--- src/rtl/serial_addsub_pkg.sv ---
// serial_addsub_pkg: FSM state encoding and counter-width helpers
// shared by the serial add/subtract unit.
`default_nettype none

package serial_addsub_pkg;

   typedef enum logic [1:0] {
      IDLE = 2'd0,
      RUN  = 2'd1,
      DONE = 2'd2
   } state_t;

   function automatic int clog2(input int value);
      int result;
      result = 0;
      while ((1 << result) < value) begin
         result = result + 1;
      end
      return result;
   endfunction

   // The slice counter needs at least one bit even when there is a single slice.
   function automatic int cnt_width(input int nslice);
      return (clog2(nslice) < 1) ? 1 : clog2(nslice);
   endfunction

endpackage

`default_nettype wire

--- src/rtl/serial_addsub_fa_cell.sv ---
// fa_cell: one-bit combinational full adder, the building block of the
// per-cycle ripple chain.
`default_nettype none

module fa_cell (
   input  logic a,
   input  logic b,
   input  logic ci,
   output logic s,
   output logic co
);

   assign s  = a ^ b ^ ci;
   assign co = (a & b) | (ci & (a ^ b));

endmodule

`default_nettype wire

--- src/rtl/serial_addsub.sv ---
// serial_addsub: multi-cycle add/subtract unit processing BPC bits per clock,
// LSB slice first, with a start/busy/done handshake.
`default_nettype none

module serial_addsub
   import serial_addsub_pkg::*;
#(
   parameter int WIDTH = 8,
   parameter int BPC   = 1
) (
   input  logic             clk,
   input  logic             rst,
   input  logic             start,
   input  logic             sub,
   input  logic             cin,
   input  logic [WIDTH-1:0] a,
   input  logic [WIDTH-1:0] b,
   output logic             busy,
   output logic             done,
   output logic [WIDTH-1:0] sum,
   output logic             cout,
   output logic             ovf
);

   localparam int NSLICE = WIDTH / BPC;
   localparam int CW     = cnt_width(NSLICE);
   localparam logic [CW-1:0] LAST = CW'(NSLICE - 1);

   state_t           state;
   state_t           state_nx;
   logic             load;
   logic             step;
   logic             last;

   logic [WIDTH-1:0] a_sh;
   logic [WIDTH-1:0] b_sh;
   logic             carry_reg;
   logic [CW-1:0]    cnt;

   logic [BPC:0]     chain;
   logic [BPC-1:0]   s_bits;
   logic [WIDTH-1:0] res_nx;

   assign chain[0] = carry_reg;
   assign last     = (cnt == LAST);
   assign busy     = (state == RUN);
   assign done     = (state == DONE);

   generate
      for (genvar i = 0; i < BPC; i++) begin : g_fa
         fa_cell u_fa (
            .a  (a_sh[i]),
            .b  (b_sh[i]),
            .ci (chain[i]),
            .s  (s_bits[i]),
            .co (chain[i+1])
         );
      end
   endgenerate

   // Only the upper WIDTH-BPC result bits need storage: the final slice
   // goes straight from the adder chain into the sum register.
   generate
      if (NSLICE > 1) begin : g_multi
         logic [WIDTH-BPC-1:0] part;

         assign res_nx = {s_bits, part};

         always_ff @(posedge clk) begin
            if (rst) begin
               part <= '0;
            end else if (step) begin
               part <= res_nx[WIDTH-1:BPC];
            end
         end
      end else begin : g_single
         assign res_nx = s_bits;
      end
   endgenerate

   always_comb begin
      state_nx = state;
      load     = 1'b0;
      step     = 1'b0;
      case (state)
         IDLE: begin
            if (start) begin
               load     = 1'b1;
               state_nx = RUN;
            end
         end
         RUN: begin
            step = 1'b1;
            if (last) begin
               state_nx = DONE;
            end
         end
         DONE: begin
            if (start) begin
               load     = 1'b1;
               state_nx = RUN;
            end else begin
               state_nx = IDLE;
            end
         end
         default: begin
            state_nx = IDLE;
         end
      endcase
   end

   always_ff @(posedge clk) begin
      if (rst) begin
         state     <= IDLE;
         a_sh      <= '0;
         b_sh      <= '0;
         carry_reg <= 1'b0;
         cnt       <= '0;
         sum       <= '0;
         cout      <= 1'b0;
         ovf       <= 1'b0;
      end else begin
         state <= state_nx;
         if (load) begin
            a_sh      <= a;
            b_sh      <= b ^ {WIDTH{sub}};
            carry_reg <= sub | cin;
            cnt       <= '0;
         end else if (step) begin
            a_sh      <= a_sh >> BPC;
            b_sh      <= b_sh >> BPC;
            carry_reg <= chain[BPC];
            cnt       <= cnt + CW'(1);
            if (last) begin
               sum  <= res_nx;
               cout <= chain[BPC];
               ovf  <= chain[BPC] ^ chain[BPC-1];
            end
         end
      end
   end

endmodule

`default_nettype wire

--- config.mk ---
export PLATFORM = sky130hd
export DESIGN_NAME = serial_addsub
export DESIGN_NICKNAME = d
export VERILOG_FILES = /design/src/rtl/serial_addsub_pkg.sv /design/src/rtl/serial_addsub_fa_cell.sv /design/src/rtl/serial_addsub.sv
export SDC_FILE = /design/constraint.sdc
export NUM_CORES = 1
export LEC_CHECK = 0
export CORE_ASPECT_RATIO = 0.75
export CORE_MARGIN = 2
export CORE_UTILIZATION = 40
export DETAILED_ROUTE_END_ITERATION = 7
export PLACE_DENSITY = 0.76
export SLEW_MARGIN = 20
export SYNTH_ARGS = -nofsm -noshare
export SYNTH_HDL_FRONTEND = slang
export SYNTH_SLANG_ARGS = --single-unit
--- constraint.sdc ---
create_clock -name clk -period 2.71 [get_ports clk]
set_input_delay 0.813 -clock clk [delete_from_list [all_inputs] [get_ports clk]]
set_output_delay 0.813 -clock clk [all_outputs]
set_load 0.02 [all_outputs]
---- After elaboration in Yosys (flattened, before gate mapping) ----
Cells that the tools add are included.
storage, ports and cells
  register bits after elaboration ......... 39
  word-level logic and storage cells ...... 43
  output and inout bits ................... 12
  input bits .............................. 21
cells by class
  $add $sub $neg .......................... 1
  reductions and logical operators ........ 6
  equal/unequal tests ..................... 5
  bitwise gates (word level) .............. 9
  mux-type cells .......................... 13
operators by type and width
  operator                                                number
  2-to-1 mux 8 bit                                        4
  XOR 8 bit                                               1
  2-to-1 mux 1 bit                                        6
  one-hot mux 2 bit (3 select lines)                      1
  2-to-1 mux 2 bit                                        2
  OR reduction 2 bit                                      2
  adder 3 x 1 -> 3 bit (second input constant)            1
  equality test 3 bit (second input constant)             1
  AND reduction 3 bit                                     1
  XOR 1 bit                                               3
  AND 1 bit                                               2
  equality test 2 x 1 -> 1 bit (second input constant)    1
  equality test 2 bit (second input constant)             1
  zero test 2 bit                                         1
  inequality test 2 x 1 -> 1 bit (second input constant)  1
  inequality test 2 bit (second input constant)           1
  OR 1 bit                                                2
  AND reduction 2 bit                                     1
  nonzero test 2 bit                                      1
  NOT 1 bit                                               1

---- Depth between registers and ports, before layout ----
  depth in word-level cells ............... 5
  mapped depth ............................ 6
  depth with buffers taken out ............ 5

---- Hierarchy ----
A second synthesis with hierarchy kept.
unflattened totals
  cells, all modules ...................... 188
  area total of the unflattened synthesis .. 1614.0 um2
modules (own cells, without submodules)
  module         times used  cells each  area each (um2)  sequential area each (um2)
  serial_addsub  1           187         1594.0           780.7
  fa_cell        1           1           20.0             0.0

---- Worst setup path before layout ----
OpenSTA, ideal clock, no wires.
  path type ............................... register to output
  from .................................... reg state[0]
  to ...................................... out busy
  buffers on the path ..................... 2
  stages on the path, launching flop included .. 5
  data arrival time ....................... 0.775 ns
  required time ........................... 1.897 ns
  setup slack ............................. 1.122 ns
  cells stage by stage .................... dfxtp_1 > nand2b_1 > buf_6 > inv_6 > buf_6
on the way
  longest elaborated chain between the ends .. 1
RTL lines
  item                          line                  source
  start, declared               serial_addsub.sv:29   state_t state;
  start signal, assigned        serial_addsub.sv:123  state <= state_nx;
  equality test 2 x 1 -> 1 bit  serial_addsub.sv:46   assign busy = (state == RUN);
  end, declared                 serial_addsub.sv:18   output logic busy,
No other way between the ends.

---- Worst setup path in the final report ----
Same ends and word-level chain as after synthesis.

==> Implementation_results.wiki <==
{| class="wikitable"
! Metric !! Value
|-
| Post-synthesis xor/xnor area fraction || 5.36%
|-
| Warning count from the yosys run || 0
|-
| End of the worst hold path || sum[0]$_SDFFE_PP0P_
|-
| Violation count after the first detailed-routing iteration || 53
|-
| Worst ir drop on vdd || 0.231 mV
|-
| Drt first pass iters || 4
|-
| Height of the chip || 59.4 um
|-
| CTS tree || yes
|-
| Synth Area in Compound Gates || 14.6%
|-
| Core Area || 3980 um2
|-
| Leakage power figure || 0.730 nW
|-
| Sink Count || 39
|-
| Delay of the slowest cell on the worst path || 0.64 ns
|-
| Placed instance count || 263
|-
| Worst Hold Depth || 2
|-
| Count of endpoints failing hold in the final timing report || 0
|-
| Largest registers in the final layout || a_sh x8, b_sh x8, sum x8
|-
| Detailed Route WL || 3240 um
|-
| Via count of the first global-routing pass || 1,253
|-
| Total negative setup slack || 0 ns
|-
| I/O Buffers || 32
|-
| Area growth from synthesis to layout || 25.7%
|-
| Tmin final || 2.50 ns
|-
| Number of synthesized register bits || 39
|-
| CTS HTree Levels || 2
|-
| Multiplexer share of the synthesized area || 1.23%
|-
| Cells after synthesis || 188
|-
| Fraction of layout instances using a drive strength above 1 || 6.48%
|-
| Drt drc || 0
|-
| Max Cap Violations || 0
|-
| Final setup viols || 0
|-
| Most frequently used flop master after synthesis || dfxtp_1
|-
| Number of synthesized flops with an enable pin || 0
|-
| Crit Path Max Fanout || 24
|-
| Post-synthesis cell type with the largest combined area || dfxtp_1
|-
| Final worst clock skew || 0.00732 ns
|-
| Reg-to-Reg End || a_sh[2]$_SDFFE_PP0P_
|-
| Site Rows || 20
|-
| Bufs on Longest Clock Path || 2
|-
| Cell with the most instances after synthesis || nand2_1
|-
| Yosys top cell area share || 47.8%
|-
| Ys async rst share || 0%
|-
| Fraction of the mapped netlist area in adder cells || 2.76%
|-
| Synth area leaders || dfxtp_1 48%, nand2_1 9.9%, a21oi_1 6.7%
|-
| PD cells || 609 nW/um2
|-
| Achievable frequency || 400 MHz
|-
| Average vias per placed instance || 5.04
|-
| Cells traversed along the worst timing path || nand2b_1 -> inv_6 -> clkdlybuf4s50_1
|-
| Inserted Clock Buffers || 5
|-
| Dpl cell area || 1940 um2
|-
| Total buffers and inverters traversed by the critical path || 2
|-
| Cell chosen for the clock root || clkbuf_8
|-
| Critical Setup Path Class || flip-flop to output pin
|-
| Hold_sp || sum[0]$_SDFFE_PP0P_
|-
| Period utilization || 92.4%
|-
| Remaining max-slew budget at the tightest pin || 47.6%
|-
| Origin of the critical flop-to-flop path || state[0]$_SDFFE_PP0P_
|-
| Clk Latency, worst-skew pair || 0.29 ns
|-
| Library cells used by synthesis || 29
|-
| Post-CTS Resized || 0
|-
| Fraction of met1 tracks used by global routing || 20.1%
|-
| Global-route wire length before repair || 5620 um
|-
| Arrival time at the worst endpoint || 1.69 ns
|-
| Commonest cells in the synthesized netlist || 43 x nand2_1, 39 x dfxtp_1, 22 x a21oi_1
|-
| Antenna diodes || 0
|-
| CTS clock-pin slew for the worst setup and hold paths || 0.08 ns
|-
| Nature of the critical path startpoint || flip-flop
|-
| Avg Inst Size Synth || 8.69 um2
|-
| Worst hold margin || 0.456 ns
|-
| Hold Path Class || flip-flop to flip-flop
|-
| Number of setup buffers added after CTS || 0
|-
| Crit path max-delay cell type || clkdlybuf4s50_1
|-
| Utilization after layout || 51.6%
|-
| Combined flip-flop and latch cell area || 781 um2
|-
| GR Util met2 || 24.8%
|-
| Element type at the critical path end || output pin
|-
| Final antenna-violating net count || 0
|-
| Overall global routing resource usage || 15.7%
|-
| Initial antenna violation count || 0
|-
| Die width || 77.8 um
|-
| Number of fill cells || 371
|-
| Post-synthesis cell area || 1630 um2
|-
| Post-Synthesis Net Count || 212
|-
| Area of the die || 4620 um2
|-
| Sequential-to-total area share from yosys stat || 47.8%
|-
| Combinational family with the most area after synthesis || simple AND/OR/NAND/NOR gates
|-
| Register-to-Register Setup Slack || 1.17 ns
|-
| Total number of vias || 1,365
|-
| Final weighted congestion of routability-driven global placement || 0.744
|-
| Maximum number of pins on one net before global-route repair || 40
|-
| Worst-margin pin slew || 0.786 ns
|-
| Detailed Place HPWL || 2120 um
|-
| Initial standard-cell utilization of the core || 41.1%
|-
| Setup repair after global routing missed its margin || no
|-
| Run status || completed
|-
| Met3 global-route usage || 5.03%
|-
| Crit path from || state[0]$_SDFFE_PP0P_
|-
| Gr busiest metal || met2
|-
| Pins Over Slew Limit || 0
|-
| Nets || 239
|-
| Worst Path Required || 1.90 ns
|-
| Finished Layout Cells || 271
|-
| Ports || 33
|-
| Total congestion overflow after global routing || 0
|-
| Post-CTS Hold Fix Bufs || 0
|-
| R2R depth || 3
|-
| Area occupied by multi-input gates || 741 um2
|-
| Largest delay share family, worst path || buffers and inverters
|-
| Summed area of non-filler cells in the final layout || 2050 um2
|-
| Routed wire length per instance || 12.0 um
|-
| Simple-gate area share of the yosys netlist || 21.4%
|}
[final cells by class]
cell class | instances | area share (%)
clock buffers | 5 | 3.35
clock inverters | 3 | 2.13
inverters | 1 | 0.426
multi-input cells | 133 | 36.1
flip-flops and latches | 39 | 38.0
well taps | 55 | 3.35
repair buffers | 35 | 16.7
[per-stage QoR]
stage	setup WS (ns)	power (mW)
final	0.207	1.25
after global routing	0.116	1.31
after CTS	0.194	1.27
after detailed placement	0.398	0.786
after global placement	0.474	0.782
after floorplan	1.12	0.741
[cells in the final DEF, fill, tap and decap left out]
cell type	instances
nor3_1	13
xor2_1	8
nor2b_1	2
fa_1	1
ha_1	2
clkdlybuf4s50_1	32
mux2i_1	2
o21a_1	1
a22oi_1	4
nor3_2	2
clkinv_2	1
nand2b_1	2
nor2_1	7
nand3b_1	1
and3b_1	1
xnor2_1	2
bufinv_16	1
dfxtp_1	39
o22ai_1	6
a21oi_1	22
nand3_1	7
a311oi_1	4
nand2_1	43
clkbuf_8	5
inv_6	1
clkinv_4	1
a211oi_1	1
a31oi_1	1
o21ai_0	1
buf_4	3
[metal layers]
layer  vias to the layer above  share of wire (%)
li1                        696                  -
met1                       624                 50
met2                        38                 42
met3                         7                6.7
met4                         0                1.4
met5                         -                  0
[tightest hold or removal path: cells and delay by family (launching register included)]
kind | cells | cell delay [ns]
DFF | 1 | 0.31
AOI/OAI and AO/OA | 1 | 0.05
and+or+nand+nor | 1 | 0.05
[cell families after synthesis]
group,count (synthesis)
AO/OA/AOI/OAI,40
multiplexers,2
buffers and inverters,16
XOR/XNOR,10
adder cells (fa/ha/maj),3
AND/OR/NAND/NOR,78
flip-flops,39
[worst max path at each step]
stage,to,slack (ns),cells after the start
final,busy,0.21,3
after global routing,busy,0.12,3
after CTS,busy,0.19,3
after detailed placement,a_sh[2]$_SDFFE_PP0P_,0.40,4
after global placement,a_sh[6]$_SDFFE_PP0P_,0.47,4
after floorplan,busy,1.12,4
[where the power goes]
group          leakage (nW)  internal, mW  total, mW  switching, mW
combinational         0.353        0.0723      0.154         0.0812
clock                0.0581         0.274      0.479          0.205
sequential            0.318         0.601      0.618         0.0175
Note: power is estimated with default switching activity, not from simulation.
